[src/rtl/laser_game_pkg.sv]
// Shared types and constants for the laser hit-detection game logic.
package laser_game_pkg;

  localparam int unsigned IMG_W      = 320;
  localparam int unsigned IMG_H      = 240;
  localparam int unsigned X_W        = 9;
  localparam int unsigned Y_W        = 8;
  localparam int unsigned COORD_IN_W = 17;
  // One bit wider than the incoming coordinate so window bounds never wrap
  localparam int unsigned CMP_W      = 18;
  localparam int unsigned STATE_W    = 3;

  typedef enum logic [STATE_W-1:0] {
    ST_IDLE     = 3'd0,
    ST_ARMED    = 3'd1,
    ST_DWELL    = 3'd2,
    ST_HIT      = 3'd3,
    ST_COOLDOWN = 3'd4
  } state_e;

  // Larger of two unsigned values, used when sizing the shared counter
  function automatic int unsigned max_u(input int unsigned a, input int unsigned b);
    return (a > b) ? a : b;
  endfunction

endpackage

[src/rtl/laser_hit_detector_if.sv]
// Game-side bus of the hit detector: marker/target in, hit status out.
interface laser_hit_detector_if
  import laser_game_pkg::*;
#(
  parameter int unsigned SCORE_W = 8
) ();

  logic                  game_en;
  logic [COORD_IN_W-1:0] avg_x;
  logic [COORD_IN_W-1:0] avg_y;
  logic [X_W-1:0]        target_x;
  logic [Y_W-1:0]        target_y;
  logic                  in_target;
  logic                  hit;
  logic [SCORE_W-1:0]    score;
  logic [STATE_W-1:0]    state_o;

  // Game controller / stimulus side
  modport master (
    output game_en, avg_x, avg_y, target_x, target_y,
    input  in_target, hit, score, state_o
  );

  // Detector side
  modport slave (
    input  game_en, avg_x, avg_y, target_x, target_y,
    output in_target, hit, score, state_o
  );

endinterface

[src/rtl/target_window_cmp.sv]
// Combinational marker-presence and inclusive target-window test.
module target_window_cmp
  import laser_game_pkg::*;
#(
  parameter int unsigned BOX_HALF = 16
) (
  input  logic [COORD_IN_W-1:0] x,
  input  logic [COORD_IN_W-1:0] y,
  input  logic [X_W-1:0]        tx,
  input  logic [Y_W-1:0]        ty,
  output logic                  present_c,
  output logic                  inside_c
);

  logic [CMP_W-1:0] x_e;
  logic [CMP_W-1:0] y_e;
  logic [CMP_W-1:0] tx_e;
  logic [CMP_W-1:0] ty_e;
  logic [CMP_W-1:0] half_e;

  // Widen everything so x+half and tx+half cannot overflow and no subtraction is needed
  always_comb begin
    x_e    = CMP_W'(x);
    y_e    = CMP_W'(y);
    tx_e   = CMP_W'(tx);
    ty_e   = CMP_W'(ty);
    half_e = CMP_W'(BOX_HALF);
  end

  // (0,0) means no marker; anything beyond the image is a bogus coordinate
  always_comb begin
    present_c = ((x != '0) || (y != '0)) &&
                (x <= COORD_IN_W'(IMG_W - 1)) &&
                (y <= COORD_IN_W'(IMG_H - 1));
  end

  // Inclusive box test on both axes
  always_comb begin
    inside_c = ((x_e + half_e) >= tx_e) && (x_e <= (tx_e + half_e)) &&
               ((y_e + half_e) >= ty_e) && (y_e <= (ty_e + half_e));
  end

endmodule

[src/rtl/laser_hit_detector.sv]
// Dwell-based laser hit detector: window test pipeline, game FSM and score.
module laser_hit_detector
  import laser_game_pkg::*;
#(
  parameter int unsigned DWELL_CYCLES    = 25_000_000,
  parameter int unsigned COOLDOWN_CYCLES = 50_000_000,
  parameter int unsigned BOX_HALF        = 16,
  parameter int unsigned SCORE_W         = 8
) (
  input  logic                 clk,
  input  logic                 rst_n,
  laser_hit_detector_if.slave  bus
);

  localparam int unsigned CNT_W = $clog2(max_u(DWELL_CYCLES, COOLDOWN_CYCLES));

  localparam logic [CNT_W-1:0] DWELL_LAST = CNT_W'(DWELL_CYCLES - 1);
  localparam logic [CNT_W-1:0] COOL_LAST  = CNT_W'(COOLDOWN_CYCLES - 1);

  logic [COORD_IN_W-1:0] x_q;
  logic [COORD_IN_W-1:0] y_q;
  logic [X_W-1:0]        tx_q;
  logic [Y_W-1:0]        ty_q;
  logic                  present_c;
  logic                  inside_c;
  logic                  in_target_q;
  state_e                state;
  logic [CNT_W-1:0]      cnt;
  logic [SCORE_W-1:0]    score_q;
  logic                  hit_q;

  // Stage 1: capture marker and target coordinates
  always_ff @(posedge clk or negedge rst_n) begin
    if (!rst_n) begin
      x_q  <= '0;
      y_q  <= '0;
      tx_q <= '0;
      ty_q <= '0;
    end else begin
      x_q  <= bus.avg_x;
      y_q  <= bus.avg_y;
      tx_q <= bus.target_x;
      ty_q <= bus.target_y;
    end
  end

  target_window_cmp #(
    .BOX_HALF (BOX_HALF)
  ) u_cmp (
    .x         (x_q),
    .y         (y_q),
    .tx        (tx_q),
    .ty        (ty_q),
    .present_c (present_c),
    .inside_c  (inside_c)
  );

  // Stage 2: register the on-target decision
  always_ff @(posedge clk or negedge rst_n) begin
    if (!rst_n) begin
      in_target_q <= 1'b0;
    end else begin
      in_target_q <= present_c & inside_c;
    end
  end

  // Game FSM with shared dwell/cooldown counter; hit is set alongside entry to HIT
  always_ff @(posedge clk or negedge rst_n) begin
    if (!rst_n) begin
      state   <= ST_IDLE;
      cnt     <= '0;
      score_q <= '0;
      hit_q   <= 1'b0;
    end else begin
      hit_q <= 1'b0;
      if (!bus.game_en) begin
        // Disable wins over every transition; score is kept for display
        state <= ST_IDLE;
        cnt   <= '0;
      end else begin
        case (state)
          ST_IDLE: begin
            state   <= ST_ARMED;
            cnt     <= '0;
            score_q <= '0;
          end
          ST_ARMED: begin
            if (in_target_q) begin
              state <= ST_DWELL;
              cnt   <= CNT_W'(1);
            end
          end
          ST_DWELL: begin
            if (!in_target_q) begin
              // Any gap forfeits the whole dwell
              state <= ST_ARMED;
              cnt   <= '0;
            end else if (cnt == DWELL_LAST) begin
              state <= ST_HIT;
              cnt   <= '0;
              hit_q <= 1'b1;
              if (score_q != '1) begin
                score_q <= score_q + SCORE_W'(1);
              end
            end else begin
              cnt <= cnt + CNT_W'(1);
            end
          end
          ST_HIT: begin
            state <= ST_COOLDOWN;
            cnt   <= '0;
          end
          ST_COOLDOWN: begin
            if (cnt == COOL_LAST) begin
              state <= ST_ARMED;
              cnt   <= '0;
            end else begin
              cnt <= cnt + CNT_W'(1);
            end
          end
          default: begin
            state <= ST_IDLE;
            cnt   <= '0;
          end
        endcase
      end
    end
  end

  // Drive the registered results onto the bus
  always_comb begin
    bus.in_target = in_target_q;
    bus.hit       = hit_q;
    bus.score     = score_q;
    bus.state_o   = STATE_W'(state);
  end

endmodule
[src/flat_wrapper.sv]
// flat-port wrapper written by rule: the top's interface ports become plain ports
module laser_hit_detector_flat import laser_game_pkg::*;
#(
  parameter int unsigned DWELL_CYCLES    = 25_000_000,
  parameter int unsigned COOLDOWN_CYCLES = 50_000_000,
  parameter int unsigned BOX_HALF        = 16,
  parameter int unsigned SCORE_W         = 8
)
  (clk, rst_n, bus_game_en, bus_avg_x, bus_avg_y, bus_target_x, bus_target_y, bus_in_target, bus_hit, bus_score, bus_state_o);
  laser_hit_detector_if #(.SCORE_W(SCORE_W)) bus_i ();
  input  logic clk;
  input  logic rst_n;
  input wire logic [$bits(bus_i.game_en)-1:0] bus_game_en;
  input wire logic [$bits(bus_i.avg_x)-1:0] bus_avg_x;
  input wire logic [$bits(bus_i.avg_y)-1:0] bus_avg_y;
  input wire logic [$bits(bus_i.target_x)-1:0] bus_target_x;
  input wire logic [$bits(bus_i.target_y)-1:0] bus_target_y;
  output wire logic [$bits(bus_i.in_target)-1:0] bus_in_target;
  output wire logic [$bits(bus_i.hit)-1:0] bus_hit;
  output wire logic [$bits(bus_i.score)-1:0] bus_score;
  output wire logic [$bits(bus_i.state_o)-1:0] bus_state_o;
  assign bus_i.game_en = bus_game_en;
  assign bus_i.avg_x = bus_avg_x;
  assign bus_i.avg_y = bus_avg_y;
  assign bus_i.target_x = bus_target_x;
  assign bus_i.target_y = bus_target_y;
  assign bus_in_target = bus_i.in_target;
  assign bus_hit = bus_i.hit;
  assign bus_score = bus_i.score;
  assign bus_state_o = bus_i.state_o;
  laser_hit_detector #(.DWELL_CYCLES(DWELL_CYCLES), .COOLDOWN_CYCLES(COOLDOWN_CYCLES), .BOX_HALF(BOX_HALF), .SCORE_W(SCORE_W)) u_core (.clk(clk), .rst_n(rst_n), .bus(bus_i));
endmodule
[config.mk]
export PLATFORM = sky130hd
export DESIGN_NAME = laser_hit_detector_flat
export DESIGN_NICKNAME = d
export VERILOG_FILES = /design/src/rtl/laser_game_pkg.sv /design/src/rtl/laser_hit_detector_if.sv /design/src/rtl/target_window_cmp.sv /design/src/rtl/laser_hit_detector.sv /design/src/flat_wrapper.sv
export SDC_FILE = /design/constraint.sdc
export NUM_CORES = 1
export LEC_CHECK = 0
export CAP_MARGIN = 20
export CORE_MARGIN = 2
export CORE_UTILIZATION = 45
export CTS_CLUSTER_DIAMETER = 80
export DETAILED_ROUTE_END_ITERATION = 8
export PLACE_DENSITY = 0.76
export SLEW_MARGIN = 0
export SYNTH_ARGS = -nofsm -noshare
export SYNTH_HDL_FRONTEND = slang
export SYNTH_SLANG_ARGS = --single-unit
[constraint.sdc]
create_clock -name clk -period 4.6 [get_ports clk]
set_clock_uncertainty 0.1 [all_clocks]
set_input_delay 0.92 -clock clk [delete_from_list [all_inputs] [get_ports clk]]
set_output_delay 0.92 -clock clk [all_outputs]
set_load 0.01 [all_outputs]
==> flow_summary.ini, run 1 <==
[detailed_routing]
vias_per_cell = 5.576
drt_iter0_markers = 190
postRouteAntennaNets = 0
detail_route.wl_per_cell_um = 15.63
drtPass1Iterations = 4
routed_wirelength_mm = 10.86
vias = 3875
remaining_drc_errors = 0

[floorplanning]
fp-row-count = 37
fp.dieH_um = 108.0
die_w_um = 108.0
io_pins = 67
die-area_um2 = 11660
start_util = 0.4671
core_area_um2 = 10420

[synth]
synthesis.instances = 483
mappedNetlistArea_um2 = 4866
mappedNetlistNets = 574
yosys_warnings = 0
synth_enable_flop_cells = 0
syn_avg_cell_area_um2 = 10.07
synth-async-reset-ratio = 1.000
yosysSeqAreaShare = 0.4628
synth.lib_cells_used.distinct = 58
yosys_register_bits = 90
synth_top_flop_cell = sky130_fd_sc_hd__dfrtp_1

[global_route]
grt_pass1_wl_mm = 18.62
largest_net_degree_at_the_start_of_global_routing = 74
first_global_vias = 3943
grt_antenna_before_repair = 0
grt_overflow_total = 0
grt_util_all_layers = 0.2010

[clocking]
clk_pin_slew_ns = 0.09
tritoncts.num_buffers = 9
cts_repair_resize_count = 0
clock_sinks = 90
holdBufCountCts = 0
tritoncts_clock_tree = yes
clock_tree.htree_level_count = 3
postCtsSetupRepairBufs = 0
clkLatencyLatePin_ns = 0.36
clockRootBuffer = sky130_fd_sc_hd__clkbuf_8
cts_buffer_depth = 2

[critical_path]
sort_of_element_at_the_end_of_the_critical_path = register
critPathMaxFanout = 17
critical_path.startpoint_type = register
critical_path_required_ns = 4.70
cp_data_arrival_time_ns = 3.08
critical_path_class = reg -> reg

[timing]
report.final.setup_viol = 0
period_share = 0.6469
max_clock_freq_mhz = 336.0
setup_total_neg_slack_ns = 0
timing_hold_violations_final = 0
rsz_0062_raised_after_global_routing = no
timing.final.max_slew_violations = 0
max-slew-margin-rel = 0.4009
worst-slew-pin-transition_ns = 0.8987
final.min_clock_period_ns = 2.976

[layout]
diodes = 0
final_core_util = 0.5671
layout_commonest_cell = sky130_fd_sc_hd__dfrtp_1
area_growth_syn_to_layout_pct = 21.39
layout.cells.most_common_list = sky130_fd_sc_hd__dfrtp_1, sky130_fd_sc_hd__clkdlybuf4s50_1, sky130_fd_sc_hd__nor2_1
multiInputGateArea_um2 = 2470
layout.nets = 646
storage_cell_area_um2 = 2252
fillCellCount = 907
drive_above_1_share = 0.06440

[job]
max_cap_viol_count = 0

[placement]
detailed_place_hpwl_mm = 8.076
numPortBuffers = 66
place.gp.congestion = 0.8905

[hold_path]
hold_path_class = reg -> reg

[power_and_ir_drop]
max-vdd-ir-drop_v = 0.0002042
powerDensity_nw_per_um2 = 275.4
total_leakage_power_nw = 2.490

[status]
status = finished, final reports clean
==> power breakdown <==
part           internal (W)  switching, W  total, W  leakage, nW
sequential         0.000814     0.0000293  0.000844         1.14
combinational     0.0000978     0.0000928  0.000191         1.25
clock              0.000319      0.000273  0.000592        0.106
==> kinds of logic (layout without fill, tap and decap cells) <==
logic type               after synthesis  count (layout)  share of synthesized area
buffers and inverters                 38             114                    0.02957
AND/OR/NAND/NOR                      208             208                     0.2381
flip-flops                            90              90                     0.4628
AO/OA/AOI/OAI                         73              73                     0.1057
adder cells (fa/ha/maj)               37              37                    0.09514
XOR/XNOR                              29              29                    0.05220
multiplexers                           8               8                    0.01646
==> cell type report <==
cell class | instances | share of cell area
multi-input combinational | 355 | 0.4181
timing repair buffer | 70 | 0.1165
clock inverter | 4 | 0.01292
inverter | 29 | 0.01843
sequential | 90 | 0.3813
tap | 136 | 0.02881
clock buffer | 11 | 0.02394
==> worst max-delay path, stage by stage, from the launching register on <==
cell	delay, ns
sky130_fd_sc_hd__dfrtp_1	0.45
sky130_fd_sc_hd__or4b_1	0.56
sky130_fd_sc_hd__or4_4	0.58
sky130_fd_sc_hd__nor4_4	0.28
sky130_fd_sc_hd__o21ai_2	0.30
sky130_fd_sc_hd__nand2_1	0.35
sky130_fd_sc_hd__o311ai_0	0.20
==> flip-flops by register name, indices dropped and copies added (netlist names) <==
signal                cells
u_core.cnt               26
u_core.x_q               17
u_core.bus.in_target      1
u_core.y_q               17
u_core.ty_q               8
u_core.tx_q               9
u_core.bus.state_o        3
u_core.bus.score          8
u_core.bus.hit            1
==> path summary, 6_finish.rpt <==
check                                            from                         end  slack, ns  cells past startpoint
setup / recovery            u_core.cnt[9]$_DFFE_PN0P_   u_core.cnt[7]$_DFFE_PN0P_       1.62                      6
hold / removal             u_core.cnt[13]$_DFFE_PN0P_  u_core.cnt[13]$_DFFE_PN0P_       0.41                      1
setup reg to reg            u_core.cnt[9]$_DFFE_PN0P_   u_core.cnt[7]$_DFFE_PN0P_       1.62                      6
hold reg to reg            u_core.cnt[13]$_DFFE_PN0P_  u_core.cnt[13]$_DFFE_PN0P_       0.41                      1
max in group asynchronous                       rst_n     u_core.y_q[9]$_DFF_PN0_       3.09                      2
min in group asynchronous                       rst_n    u_core.ty_q[1]$_DFF_PN0_       0.56                      1
==> synthesized netlist by cell type (4+ instances only) <==
cell type,n,share of area
sky130_fd_sc_hd__dfrtp_1,90,0.46
sky130_fd_sc_hd__nand4_1,24,0.031
sky130_fd_sc_hd__o31ai_1,5,0.0077
sky130_fd_sc_hd__inv_1,29,0.022
sky130_fd_sc_hd__nor2_1,38,0.029
sky130_fd_sc_hd__a22o_1,5,0.0090
sky130_fd_sc_hd__o21ai_0,15,0.015
sky130_fd_sc_hd__nand3_1,37,0.038
sky130_fd_sc_hd__nand2_1,36,0.028
sky130_fd_sc_hd__or3_1,4,0.0051
sky130_fd_sc_hd__and2_1,4,0.0051
sky130_fd_sc_hd__a31oi_1,7,0.0090
sky130_fd_sc_hd__nor2b_1,6,0.0077
sky130_fd_sc_hd__nor4b_1,4,0.0072
sky130_fd_sc_hd__xor2_1,6,0.011
sky130_fd_sc_hd__nor4_1,10,0.013
sky130_fd_sc_hd__xnor2_1,23,0.041
sky130_fd_sc_hd__o311ai_0,5,0.0090
sky130_fd_sc_hd__a21oi_1,9,0.0093
sky130_fd_sc_hd__mux2i_1,8,0.016
sky130_fd_sc_hd__ha_1,37,0.095
sky130_fd_sc_hd__and3_1,11,0.014
sky130_fd_sc_hd__clkbuf_1,8,0.0062
sky130_fd_sc_hd__nor3_1,5,0.0051
==> layer usage <==
layer	part of all wire	GRT usage
met1	0.41	0.2470
met2	0.52	0.3513
met3	0.052	0.04641
met4	0.019	0.06227
met5	0	0
==> through the flow <==
stage | hold slack [ns] | power [W] | std cells | area (um^2) | setup WS (ns)
2_1_floorplan | 0.3637 | 0.0009502 | 483 | 4866 | 2.011
3_3_place_gp | 0.4008 | 0.001042 | 680 | 5689 | 1.569
3_5_place_dp | 0.3973 | 0.001050 | 680 | 5689 | 1.513
4_1_cts | 0.4081 | 0.001645 | 695 | 5907 | 1.613
5_1_grt | 0.4388 | 0.001709 | 695 | 5907 | 1.388
6_report | 0.4082 | 0.001627 | 695 | 5907 | 1.624
(Power assumes the default switching activity.)
==> run 2: changes to the inputs <==
- PLACE_DENSITY: 0.76 -> 0.78
- clock period: 4.6 -> 2.6 ns (I/O delays scaled with it)
==> run 2 against run 1 <==
Cell area increased by 4.3%. Total power rose by 81%. Final cell count increased by 4.0%. Clock power is 86% higher.
==> flow_summary.ini, run 2 (synthesis results as in run 1) <==
[status]
status = finished, final reports clean

[layout]
final_area_um2 = 6163
layout.nets = 673
final_core_util = 0.5917
fillCellCount = 876
storage_cell_area_um2 = 2252
flip_flop_count_of_the_largest_register_after_layout = 26
layout_top_registers = u_core.cnt: 26 flops, u_core.x_q: 17 flops, u_core.y_q: 17 flops
multiInputGateArea_um2 = 2497
layout_commonest_cell = sky130_fd_sc_hd__dfrtp_1
diodes = 0
regMostFlops = u_core.cnt
drive_above_1_share = 0.1158
area_growth_syn_to_layout_pct = 26.66
layout.cells.most_common_list = sky130_fd_sc_hd__dfrtp_1, sky130_fd_sc_hd__clkdlybuf4s50_1, sky130_fd_sc_hd__nor2_1

[detailed_routing]
drtPass1Iterations = 4
detail_route.wl_per_cell_um = 15.66
postRouteAntennaNets = 0
vias = 4086
routed_wirelength_mm = 11.32
vias_per_cell = 5.651
remaining_drc_errors = 0
drt_iter0_markers = 217

[floorplanning]
io_pins = 67
start_util = 0.4671
die_w_um = 108.0
fp-row-count = 37
fp.dieH_um = 108.0
core_area_um2 = 10420
die-area_um2 = 11660

[clocking]
cts_buffer_depth = 2
clkLatencyLatePin_ns = 0.38
tritoncts.num_buffers = 9
clock_sinks = 90
clock_tree.htree_level_count = 3
clk_pin_slew_ns = 0.10
tritoncts_clock_tree = yes
clockRootBuffer = sky130_fd_sc_hd__clkbuf_8

[critical_path]
crit_family = simple AND/OR/NAND/NOR gates
cp_data_arrival_time_ns = 2.67
regToRegSetupSlack_ns = 0.09
sort_of_element_at_the_end_of_the_critical_path = register
critPathMaxFanout = 13
cp_cell_sequence = or4b_1, or4_4, nor4_4, o21ai_4, a31o_2, a22o_1
critical_path.startpoint_type = register
critical_path_class = reg -> reg
critical_path_required_ns = 2.77
critPathBufInv = 0
max_stage_delay_ns = 0.53
slowest_stage = sky130_fd_sc_hd__or4b_1

[global_route]
grt_pass1_wl_mm = 18.33
grt_antenna_before_repair = 0
grt_overflow_total = 0
first_global_vias = 3927
largest_net_degree_at_the_start_of_global_routing = 48
grt_util_all_layers = 0.2016

[timing]
timing_hold_violations_final = 0
worst-slew-pin-transition_ns = 0.5846
timing.final.max_slew_violations = 0
period_share = 0.9650
report.final.setup_viol = 0
max-slew-margin-rel = 0.6103
worst_hold_slack_ns = 0.04435
final.min_clock_period_ns = 2.509
max_clock_freq_mhz = 398.6

[placement]
place.gp.congestion = 0.9291
numPortBuffers = 66
detailed_place_hpwl_mm = 8.531
postPlaceCellArea_um2 = 5889

[job]
max_cap_viol_count = 0

[power_and_ir_drop]
report.power.total_w = 0.002942
powerDensity_nw_per_um2 = 477.3
total_leakage_power_nw = 2.647
max-vdd-ir-drop_v = 0.0003768

[hold_path]
hold_path_class = in -> async
[run 2: area by class of cell]
class | instances | area share
Timing Repair Buffer | 97 | 0.1466
Sequential cell | 90 | 0.3654
Multi-Input combinational cell | 355 | 0.4052
Clock inverter | 6 | 0.01523
Inverter | 29 | 0.01766
Tap cell | 136 | 0.02761
Clock buffer | 10 | 0.02233
[run 2: metrics by stage]
step | cells | setup TNS [ns] | setup slack (ns)
floorplan | 483 | 0 | 0.01071
global placement | 705 | -0.5688 | -0.06949
detailed placement | 705 | -1.511 | -0.1246
CTS | 723 | 0 | 0.001552
global route | 723 | -0.01095 | -0.006599
finish | 723 | 0 | 0.09102
[run 2: routing by layer]
layer	up-vias	global-route usage	wire, um
li1	1967	-	-
met1	1987	0.2431	4747
met2	110	0.3446	5688
met3	22	0.05304	567
met4	0	0.07875	318
met5	-	0	0
[run 2: power by group]
part / leakage [nW] / total (W) / internal (W) / switching [W]
clock network: 0.114 / 0.00110 / 0.000577 / 0.000519
registers: 1.14 / 0.00149 / 0.00144 / 0.0000518
logic: 1.40 / 0.000353 / 0.000184 / 0.000169
[run 2: final timing paths]
kind,from,endpoint,cells after the start
max in group asynchronous,rst_n,u_core.cnt[12]$_DFFE_PN0P_,2
min,rst_n,u_core.y_q[6]$_DFF_PN0_,1
min reg2reg,u_core.cnt[4]$_DFFE_PN0P_,u_core.cnt[4]$_DFFE_PN0P_,1
max,u_core.cnt[10]$_DFFE_PN0P_,u_core.cnt[9]$_DFFE_PN0P_,6
max reg2reg,u_core.cnt[10]$_DFFE_PN0P_,u_core.cnt[9]$_DFFE_PN0P_,6
min in group clk,u_core.cnt[4]$_DFFE_PN0P_,u_core.cnt[4]$_DFFE_PN0P_,1
[run 2: what timing repair did]
| action | in CTS | in global routing |
|---|---|---|
| endpoints found under the setup margin | 26 | 21 |
| hold buffers | 0 | 0 |
| gates resized for setup | 3 | 4 |
| pin swaps | 8 | 1 |
| buffers inserted | 2 | 0 |
==> run 3: changes to the inputs <==
--- a/config.mk
+++ b/config.mk
@@ -7,2 +7,3 @@
 export LEC_CHECK = 0
+export ABC_CLOCK_PERIOD_IN_PS = 2600
 export CAP_MARGIN = 20
==> constraint.sdc (replaced) <==
create_clock -name clk -period 2.6 [get_ports clk]
set_clock_uncertainty 0.1 [all_clocks]
set_input_delay 0.39 -clock clk [delete_from_list [all_inputs] [get_ports clk]]
set_output_delay 0.39 -clock clk [all_outputs]
set_load 0.01 [all_outputs]
==> run 3 against run 2 <==
Via count is 0.69% higher. Die area did not move. Count of clock-buffer cells in the layout rose by 1. Critical endpoint is now u_core.cnt[15]$_DFFE_PN0P_. Core utilization is 0.47 points higher. Largest power group unchanged. First-iteration DRC count fell by 6.9%. Cell area grew 0.79%.
==> flow_summary.ini, run 3 (synthesis results as in run 1) <==
[detailed_routing]
remaining_drc_errors = 0
vias = 4114
drtPass1Iterations = 4
detail_route.wl_per_cell_um = 15.99
vias_per_cell = 5.690
postRouteAntennaNets = 0
routed_wirelength_mm = 11.56
drt_iter0_markers = 202

[clocking]
clkLatencyLatePin_ns = 0.38
clock_sinks = 90
cts_buffer_depth = 2
tritoncts_clock_tree = yes
clk_pin_slew_ns = 0.09
tritoncts.num_buffers = 9
clockRootBuffer = sky130_fd_sc_hd__clkbuf_8
clock_tree.htree_level_count = 3

[timing]
finalWorstSetupSlack_ns = 0.08116
max_clock_freq_mhz = 397.0
final.min_clock_period_ns = 2.519
worst-slew-pin-transition_ns = 0.6073
timing_hold_violations_final = 0
max-slew-margin-rel = 0.5951
setup_total_neg_slack_ns = 0
timing.final.max_slew_violations = 0
report.final.setup_viol = 0
worst_hold_slack_ns = 0.3424
period_share = 0.9688

[global_route]
largest_net_degree_at_the_start_of_global_routing = 50
grt_pass1_wl_mm = 18.71
grt_antenna_before_repair = 0
grt_util_all_layers = 0.2034
grt_overflow_total = 0
first_global_vias = 4093

[floorplanning]
fp.dieH_um = 108.0
core_area_um2 = 10420
die_w_um = 108.0
fp-row-count = 37
io_pins = 67
start_util = 0.4671
die-area_um2 = 11660

[placement]
numPortBuffers = 66
postPlaceCellArea_um2 = 5852
pre_cts_setup_slack_ns = -0.1949
detailed_place_hpwl_mm = 8.467
place.gp.congestion = 0.9036

[layout]
drive_above_1_share = 0.1175
flip_flop_count_of_the_largest_register_after_layout = 26
storage_cell_area_um2 = 2252
diodes = 0
layout_commonest_cell = sky130_fd_sc_hd__dfrtp_1
regMostFlops = u_core.cnt
area_growth_syn_to_layout_pct = 27.67
final_area_um2 = 6212
layout.nets = 673
fillCellCount = 854
layout_top_registers = u_core.cnt: 26 flops, u_core.x_q: 17 flops, u_core.y_q: 17 flops
multiInputGateArea_um2 = 2547
layout.cells.most_common_list = sky130_fd_sc_hd__dfrtp_1, sky130_fd_sc_hd__clkdlybuf4s50_1, sky130_fd_sc_hd__nor2_1

[critical_path]
critical_path_required_ns = 2.76
critical_path.startpoint_type = register
critPathMaxFanout = 13
sort_of_element_at_the_end_of_the_critical_path = register
worst_r2r_path_depth = 8
cp_data_arrival_time_ns = 2.68
reg2reg_to = u_core.cnt[15]$_DFFE_PN0P_
regToRegSetupSlack_ns = 0.08
critical_path_class = reg -> reg
startpoint_of_the_worst_slack_reg_to_reg_timing_path = u_core.cnt[10]$_DFFE_PN0P_

[power_and_ir_drop]
max-vdd-ir-drop_v = 0.0004947
power_frac_comb = 0.124
power.clock.fraction = 0.370
power.switching_fraction = 0.2512
p_int_w = 0.002205
powerDensity_nw_per_um2 = 474.1
switching_power_w = 0.0007398
total_leakage_power_nw = 2.653
pwr-share-seq = 0.507

[job]
max_cap_viol_count = 0

[hold_path]
hold_end = u_core.ty_q[5]$_DFF_PN0_
hold_path_class = in -> reg
hold_path.startpoint = bus_target_y[5]
holdPathStages = 1

[status]
status = finished, final reports clean
run 3: how the worst max path moves through the flow:
| stage | start | end | cells past startpoint | slack [ns] |
|---|---|---|---|---|
| 2_1_floorplan | u_core.cnt[7]$_DFFE_PN0P_ | u_core.bus.score[7]$_DFFE_PN0P_ | 6 | 0.01 |
| 3_3_place_gp | u_core.cnt[9]$_DFFE_PN0P_ | u_core.cnt[7]$_DFFE_PN0P_ | 6 | -0.09 |
| 3_5_place_dp | u_core.cnt[9]$_DFFE_PN0P_ | u_core.cnt[8]$_DFFE_PN0P_ | 6 | -0.19 |
| 4_1_cts | u_core.cnt[10]$_DFFE_PN0P_ | u_core.cnt[9]$_DFFE_PN0P_ | 6 | 0.002 |
| 5_1_grt | u_core.cnt[10]$_DFFE_PN0P_ | u_core.cnt[15]$_DFFE_PN0P_ | 8 | -0.01 |
| 6_report | u_core.cnt[10]$_DFFE_PN0P_ | u_core.cnt[15]$_DFFE_PN0P_ | 8 | 0.08 |
run 3: power by group through the flow:
stage	logic, W	clock network (W)	registers (W)
5_1_grt	0.000409	0.00117	0.00150
4_1_cts	0.000353	0.00111	0.00149
2_1_floorplan	0.000176	0	0.00151
3_3_place_gp	0.000332	0	0.00152
6_report	0.000365	0.00109	0.00149
3_5_place_dp	0.000348	0	0.00152
run 3: routing by layer:
metal  routed length [um]  global-route usage  share of wire  vias up
met5                    0                   0              0        -
li1                     -                   -              -     1962
met1                 4678              0.2366           0.40     2006
met3                  602             0.05124          0.052       28
met2                 5926              0.3558           0.51      118
met4                  352             0.08700          0.030        0
run 3: through the flow:
stage | utilization | std cells | power (W)
after floorplan | - | 483 | 0.001681
after global placement | 0.5618 | 700 | 0.001851
after detailed placement | 0.5618 | 700 | 0.001867
after CTS | 0.5875 | 719 | 0.002958
after global routing | 0.5964 | 723 | 0.003078
final | 0.5964 | 723 | 0.002945
run 3: what timing repair did:
item,4_1_cts,5_1_grt
hold buffers,1,0
gates resized for setup,3,9
hold endpoints to repair,48,0
endpoints found under the setup margin,27,23
setup buffers,2,4
pin swaps,8,3
run 3: critical path, stage by stage (launching register included):
cell and delay (ns):
sky130_fd_sc_hd__dfrtp_1 0.38, sky130_fd_sc_hd__or4b_1 0.54, sky130_fd_sc_hd__or4_4 0.46, sky130_fd_sc_hd__nor4_4 0.14, sky130_fd_sc_hd__buf_4 0.18, sky130_fd_sc_hd__o21ai_4 0.13
sky130_fd_sc_hd__buf_4 0.19, sky130_fd_sc_hd__a32oi_1 0.20, sky130_fd_sc_hd__o41ai_1 0.09
run 3: final cells by class:
type	count	share of cell area
clock buffers	11	0.02276
inverters	29	0.01752
well taps	136	0.02739
clock inverters	5	0.01390
multi-input cells	355	0.4101
repair buffers	97	0.1458
flip-flops and latches	90	0.3625
